[src/rtl/shift_pipe.sv]
// Pipelined barrel shifter (SLL/SRL/SRA/ROR) with valid/ready on both sides.
// Log-shifter levels are spread across STAGES register stages; the tag rides along unchanged.
module shift_pipe #(
  parameter int WIDTH  = 32,
  parameter int STAGES = 2,
  parameter int TAGW   = 5
) (
  input  logic             clk,
  input  logic             reset,
  input  logic             in_valid,
  output logic             in_ready,
  input  logic [1:0]       in_op,
  input  logic [WIDTH-1:0] in_a,
  input  logic [WIDTH-1:0] in_b,
  input  logic [TAGW-1:0]  in_tag,
  input  logic             flush,
  output logic             out_valid,
  input  logic             out_ready,
  output logic [WIDTH-1:0] out_result,
  output logic [TAGW-1:0]  out_tag,
  output logic             out_zero,
  output logic             busy
);

  localparam int SHW = $clog2(WIDTH);

  logic [STAGES-1:0] valid_q, valid_d;
  logic [STAGES:0]   adv_s;
  logic              in_ready_s;
  logic [1:0]        op_q   [STAGES];
  logic [1:0]        op_d   [STAGES];
  logic [SHW-1:0]    amt_q  [STAGES];
  logic [SHW-1:0]    amt_d  [STAGES];
  logic              sign_q [STAGES];
  logic              sign_d [STAGES];
  logic [WIDTH-1:0]  res_q  [STAGES];
  logic [WIDTH-1:0]  res_d  [STAGES];
  logic [TAGW-1:0]   tag_q  [STAGES];
  logic [TAGW-1:0]   tag_d  [STAGES];
  logic              zero_q, zero_d;
  logic              unused_s;

  // Only the low SHW bits of the amount source matter.
  assign unused_s = ^in_a[WIDTH-1:SHW];

  function automatic logic [WIDTH-1:0] shift_level(input logic [WIDTH-1:0] data,
                                                   input logic [1:0] op,
                                                   input logic sign, input int sh);
    logic [WIDTH-1:0] fill;
    fill = sign ? ~({WIDTH{1'b1}} >> sh) : {WIDTH{1'b0}};
    case (op)
      2'b00:   return data << sh;
      2'b01:   return data >> sh;
      2'b11:   return (data >> sh) | fill;
      2'b10:   return (data >> sh) | (data << (WIDTH - sh));
      default: return data;
    endcase
  endfunction

  // Stage k may load when it is empty or its downstream neighbour advances.
  always_comb begin
    logic a;
    a = out_ready;
    adv_s[STAGES] = out_ready;
    for (int k = STAGES - 1; k >= 0; k--) begin
      a = !valid_q[k] || a;
      adv_s[k] = a;
    end
    in_ready_s = adv_s[0] && !flush;
  end

  // Per-stage source selection, shift levels owned by the stage, and load/hold.
  always_comb begin
    logic [1:0]       s_op;
    logic [SHW-1:0]   s_amt;
    logic             s_sign;
    logic [WIDTH-1:0] s_res;
    logic [TAGW-1:0]  s_tag;
    logic             s_v;
    int               p;
    valid_d = valid_q;
    op_d    = op_q;
    amt_d   = amt_q;
    sign_d  = sign_q;
    res_d   = res_q;
    tag_d   = tag_q;
    for (int k = 0; k < STAGES; k++) begin
      p = (k > 0) ? k - 1 : 0;
      if (k == 0) begin
        s_v = in_valid && in_ready_s;
        s_op = in_op;
        s_amt = in_a[SHW-1:0];
        s_sign = in_b[WIDTH-1];
        s_res = in_b;
        s_tag = in_tag;
      end else begin
        s_v = valid_q[p];
        s_op = op_q[p];
        s_amt = amt_q[p];
        s_sign = sign_q[p];
        s_res = res_q[p];
        s_tag = tag_q[p];
      end
      for (int i = 0; i < SHW; i++) begin
        if ((((i * STAGES) / SHW) == k) && s_amt[i]) begin
          s_res = shift_level(s_res, s_op, s_sign, 1 << i);
        end else begin
          s_res = s_res;
        end
      end
      if (flush) begin
        valid_d[k] = 1'b0;
      end else if (adv_s[k]) begin
        valid_d[k] = s_v;
      end else begin
        valid_d[k] = valid_q[k];
      end
      if (adv_s[k]) begin
        op_d[k] = s_op;
        amt_d[k] = s_amt;
        sign_d[k] = s_sign;
        res_d[k] = s_res;
        tag_d[k] = s_tag;
      end else begin
        op_d[k] = op_q[k];
        amt_d[k] = amt_q[k];
        sign_d[k] = sign_q[k];
        res_d[k] = res_q[k];
        tag_d[k] = tag_q[k];
      end
    end
    zero_d = (res_d[STAGES-1] == {WIDTH{1'b0}});
  end

  // Pipeline state registers.
  always_ff @(posedge clk or posedge reset) begin
    if (reset) begin
      valid_q <= '0;
      zero_q  <= 1'b0;
      for (int k = 0; k < STAGES; k++) begin
        op_q[k]   <= 2'b00;
        amt_q[k]  <= '0;
        sign_q[k] <= 1'b0;
        res_q[k]  <= '0;
        tag_q[k]  <= '0;
      end
    end else begin
      valid_q <= valid_d;
      zero_q  <= zero_d;
      op_q    <= op_d;
      amt_q   <= amt_d;
      sign_q  <= sign_d;
      res_q   <= res_d;
      tag_q   <= tag_d;
    end
  end

  assign in_ready   = in_ready_s;
  assign out_valid  = valid_q[STAGES-1];
  assign out_result = res_q[STAGES-1];
  assign out_tag    = tag_q[STAGES-1];
  assign out_zero   = zero_q;
  assign busy       = |valid_q;

endmodule

[config.mk]
export PLATFORM = sky130hd
export DESIGN_NAME = shift_pipe
export DESIGN_NICKNAME = d
export VERILOG_FILES = /design/src/rtl/shift_pipe.sv
export SDC_FILE = /design/constraint.sdc
export NUM_CORES = 1
export LEC_CHECK = 0
export ABC_CLOCK_PERIOD_IN_PS = 5600
export CAP_MARGIN = 15
export CORE_MARGIN = 10
export CORE_UTILIZATION = 40
export CTS_BUF_LIST = sky130_fd_sc_hd__clkbuf_16
export DETAILED_ROUTE_END_ITERATION = 12
export SYNTH_ARGS = -nofsm -noshare
export SYNTH_HDL_FRONTEND = slang
export SYNTH_SLANG_ARGS = --single-unit
[constraint.sdc]
create_clock -name clk -period 5.6 [get_ports clk]
set_input_delay 0.56 -clock clk [delete_from_list [all_inputs] [get_ports clk]]
set_output_delay 0.56 -clock clk [all_outputs]
set_load 0.05 [all_outputs]
==> flow_results.xml <==
<?xml version="1.0" encoding="UTF-8"?>
<metrics>
  <group name="sta">
    <metric name="peak_clock_frequency_supported_by_timing" unit="MHz">287.8</metric>
    <metric name="layout_setup_ws" unit="ns">2.125</metric>
    <metric name="finalWorstPathRequiredPeriod" unit="ns">3.475</metric>
    <metric name="fin_setup_tns" unit="ns">0</metric>
    <metric name="rsz0062_at_grt" unit="">no</metric>
    <metric name="max_slew_violation_count" unit="">0</metric>
    <metric name="transition_time_at_the_pin_with_the_least_slew_margin" unit="ns">1.032</metric>
    <metric name="slew_headroom" unit="%">30.35</metric>
    <metric name="final.hold.worst_slack" unit="ns">0.4651</metric>
    <metric name="finalHoldViolCount" unit="">0</metric>
    <metric name="finalSetupViolations" unit="">0</metric>
    <metric name="final.period_utilization" unit="%">62.05</metric>
    <metric name="final.setup_skew" unit="ns">0.01243</metric>
  </group>
  <group name="clock_tree">
    <metric name="ctsLongestPathBuffers" unit="">2</metric>
    <metric name="cts.sink_count" unit="">82</metric>
    <metric name="clkSlewWorstSetupHoldPaths" unit="ns">0.06</metric>
    <metric name="tritoncts.num_buffers" unit="">9</metric>
    <metric name="cts-root-buf" unit="">sky130_fd_sc_hd__clkbuf_16</metric>
    <metric name="post_cts.resized_instances" unit="">0</metric>
    <metric name="cts_tree" unit="">done</metric>
    <metric name="hold_buffers" unit="">0</metric>
    <metric name="insertion_delay" unit="ns">0.35</metric>
    <metric name="cts_setup_buffers" unit="">0</metric>
    <metric name="maximum_level_of_the_cts_h_tree" unit="">3</metric>
  </group>
  <group name="pwr">
    <metric name="power-per-cell-area" unit="mW/mm2">272.1</metric>
    <metric name="power_leakage" unit="nW">3.071</metric>
    <metric name="vdd.ir_drop.worst" unit="uV">139.9</metric>
  </group>
  <group name="floorplanning">
    <metric name="die_area" unit="mm2">0.02228</metric>
    <metric name="placeableCoreArea" unit="mm2">0.01647</metric>
    <metric name="placement_rows" unit="">47</metric>
    <metric name="io_pins" unit="">117</metric>
    <metric name="start_util" unit="%">40.59</metric>
    <metric name="dieHeight" unit="um">149.3</metric>
    <metric name="die_width" unit="um">149.3</metric>
  </group>
  <group name="placement">
    <metric name="place_hpwl" unit="um">16480</metric>
    <metric name="final_weighted_congestion_in_routability_driven_placement" unit="">0.8988</metric>
    <metric name="detailedPlace.worstSlack" unit="ns">1.874</metric>
    <metric name="placement.io_buffers" unit="">89</metric>
    <metric name="place_area" unit="mm2">0.007377</metric>
  </group>
  <group name="final_layout">
    <metric name="layout-drive-gt1-share" unit="%">8.277</metric>
    <metric name="fraction_of_the_core_area_covered_by_cells_at_the_end_of_the_flow" unit="%">46.59</metric>
    <metric name="area_growth_syn_to_layout" unit="%">14.77</metric>
    <metric name="final_net_count" unit="">965</metric>
    <metric name="layout.cell_area.non_filler" unit="mm2">0.007671</metric>
    <metric name="antennaDiodeCount" unit="">0</metric>
  </group>
  <group name="global_route">
    <metric name="global_route_wire_length_before_repair" unit="um">34960</metric>
    <metric name="gr-usage-all-layers" unit="%">19.55</metric>
    <metric name="grt_pass1_vias" unit="">6109</metric>
    <metric name="antenna_found_initial" unit="">0</metric>
    <metric name="pin_count_of_the_biggest_net_entering_global_routing" unit="">77</metric>
    <metric name="grt.overflow.total" unit="">0</metric>
  </group>
  <group name="synthesis">
    <metric name="ys_top_cells_by_area" unit="">sky130_fd_sc_hd__dfrtp_1 31%, sky130_fd_sc_hd__nand2_1 8.3%, sky130_fd_sc_hd__nor2_1 5.9%, sky130_fd_sc_hd__a21oi_1 4.6%, sky130_fd_sc_hd__o21ai_0 4.5%</metric>
    <metric name="synth_flop_cell" unit="">sky130_fd_sc_hd__dfrtp_1</metric>
    <metric name="synth-edff-count" unit="">0</metric>
    <metric name="share_of_synthesized_registers_carrying_an_async_set_or_reset" unit="%">100.0</metric>
    <metric name="synthesis.instances" unit="">885</metric>
    <metric name="leading_cell_type_by_number_of_instances_after_synthesis" unit="">sky130_fd_sc_hd__nand2_1</metric>
    <metric name="synth_top_area_share" unit="%">30.70</metric>
    <metric name="yosysWarningCount" unit="">0</metric>
    <metric name="syn-cell-area" unit="mm2">0.006684</metric>
    <metric name="syn_area_per_cell" unit="um2">7.552</metric>
    <metric name="synth-seq-cells" unit="">82</metric>
    <metric name="synth_commonest_cells" unit="">148 x sky130_fd_sc_hd__nand2_1, 105 x sky130_fd_sc_hd__nor2_1, 82 x sky130_fd_sc_hd__dfrtp_1</metric>
    <metric name="ys_types" unit="">59</metric>
    <metric name="synth_seq_area_share" unit="%">30.70</metric>
    <metric name="post-synth-top-area-cell" unit="">sky130_fd_sc_hd__dfrtp_1</metric>
    <metric name="mappedNetlistNets" unit="">961</metric>
  </group>
  <group name="setup_path">
    <metric name="worstPathMaxFanout" unit="">18</metric>
    <metric name="worst_ep_arrival" unit="ns">3.75</metric>
    <metric name="path_class" unit="">reg2reg</metric>
    <metric name="reg2reg_slack" unit="ns">2.13</metric>
    <metric name="cp_startpoint_kind" unit="">flop</metric>
    <metric name="worst-endpoint-required" unit="ns">5.87</metric>
    <metric name="worstSetupEndpointType" unit="">flop</metric>
  </group>
  <group name="drt">
    <metric name="detail_route.iter0.violations" unit="">602</metric>
    <metric name="highest_layer" unit="">met4</metric>
    <metric name="route.antenna.remaining_nets" unit="">0</metric>
    <metric name="routed-wl-met3" unit="um">1508</metric>
    <metric name="route.detailed.drc" unit="">0</metric>
    <metric name="detailroute.wirelength.met2" unit="um">10700</metric>
    <metric name="detailedRoute.firstPassIterationCount" unit="">6</metric>
    <metric name="mean_routed_wirelength_per_cell" unit="um">20.04</metric>
    <metric name="routed-via-count" unit="">6675</metric>
    <metric name="avgViaCountPerCell" unit="">5.992</metric>
    <metric name="drt-met1-wl" unit="um">9492</metric>
    <metric name="wl" unit="um">22320</metric>
  </group>
  <group name="run_status">
    <metric name="status" unit="">completed</metric>
  </group>
  <group name="run">
    <metric name="timing.max_cap.violations" unit="">0</metric>
  </group>
  <group name="worst_hold_path">
    <metric name="worst_hold_path_type" unit="">reg2reg</metric>
  </group>
</metrics>
## cells by family (layout without fill, tap and decap cells)
| kind of cell | Yosys count | count (layout) | share of synthesized area [%] |
|---|---|---|---|
| compound gates | 307 | 307 | 30.29 |
| buf+inv | 124 | 133 | 9.584 |
| flops | 82 | 82 | 30.70 |
| mux | 39 | 39 | 7.694 |
| simple gates | 333 | 333 | 21.73 |
## registers in the layout, indices dropped and copies added (netlist names)
signal / cells
sign_q: 1
valid_q: 2
out_result: 32
out_tag: 5
res_q: 32
out_zero: 1
amt_q: 2
op_q: 2
tag_q: 5
## critical path, stage by stage (launching register included)
cell	delay [ns]
sky130_fd_sc_hd__dfrtp_1	0.64
sky130_fd_sc_hd__inv_1	0.34
sky130_fd_sc_hd__nand2_1	0.46
sky130_fd_sc_hd__a2111oi_0	0.63
sky130_fd_sc_hd__a211oi_1	0.13
sky130_fd_sc_hd__or4_1	0.50
sky130_fd_sc_hd__or4b_1	0.56
sky130_fd_sc_hd__nor3_2	0.12
## through the flow
| stage | cells | power (mW) |
|---|---|---|
| after global placement | 1098 | 1.494 |
| after CTS | 1114 | 2.093 |
| after floorplan | 885 | 1.295 |
| after global routing | 1114 | 2.190 |
| final | 1114 | 2.087 |
| after detailed placement | 1098 | 1.497 |
## routing by layer
layer / global-route usage [%] / vias to the layer above
met3: 3.428 / 40
met2: 31.23 / 280
met4: 7.360 / 0
li1: - / 3202
met5: 0 / -
met1: 25.81 / 3153
## cell type report
| cell class | count | area (um2) |
|---|---|---|
| clock inverters | 7 | 68.82 |
| flip-flops and latches | 82 | 2052 |
| well taps | 220 | 275.3 |
| fillers | 1691 | 8795 |
| multi-input cells | 679 | 3999 |
| inverters | 11 | 42.54 |
| repair buffers | 106 | 1008 |
| clock buffers | 9 | 225.2 |
## cells in the final DEF, fill, tap and decap left out, drive strengths merged, types with 6 or more instances in the layout
cell	synthesis	routed
nand2	149	149
nor2	105	105
clkdlybuf4s50	0	87
dfrtp	82	82
a21oi	62	62
o21ai	61	61
a31oi	38	38
a211oi	37	37
mux2i	21	21
buf	69	19
o22ai	16	16
nor2b	14	14
o22a	13	13
o21a	13	13
nand3	13	13
nand2b	13	13
inv	11	12
nor3	11	11
mux4	9	9
mux2	9	9
clkbuf	44	9
or3b	8	8
o211ai	7	7
a311oi	6	6
## where the power goes
| group | internal, mW | switching, mW | total, mW | leakage, nW |
|---|---|---|---|---|
| combinational | 0.273 | 0.466 | 0.739 | 1.95 |
| clock | 0.345 | 0.250 | 0.595 | 0.149 |
| sequential | 0.669 | 0.0849 | 0.754 | 0.974 |
## path summary, 6_finish.rpt
kind | start | to | cells after the start
setup / recovery | amt_q[9]$_DFFE_PP0N_ | out_zero$_DFF_PP0_ | 7
hold / removal | out_tag[2]$_DFFE_PP0N_ | out_tag[2]$_DFFE_PP0N_ | 2
setup reg to reg | amt_q[9]$_DFFE_PP0N_ | out_zero$_DFF_PP0_ | 7
hold reg to reg | out_tag[2]$_DFFE_PP0N_ | out_tag[2]$_DFFE_PP0N_ | 2
max in group asynchronous | reset | res_q[38]$_DFFE_PP0N_ | 3
min in group asynchronous | reset | out_result[20]$_DFF_PP0_ | 2
(Power assumes the default switching activity.)
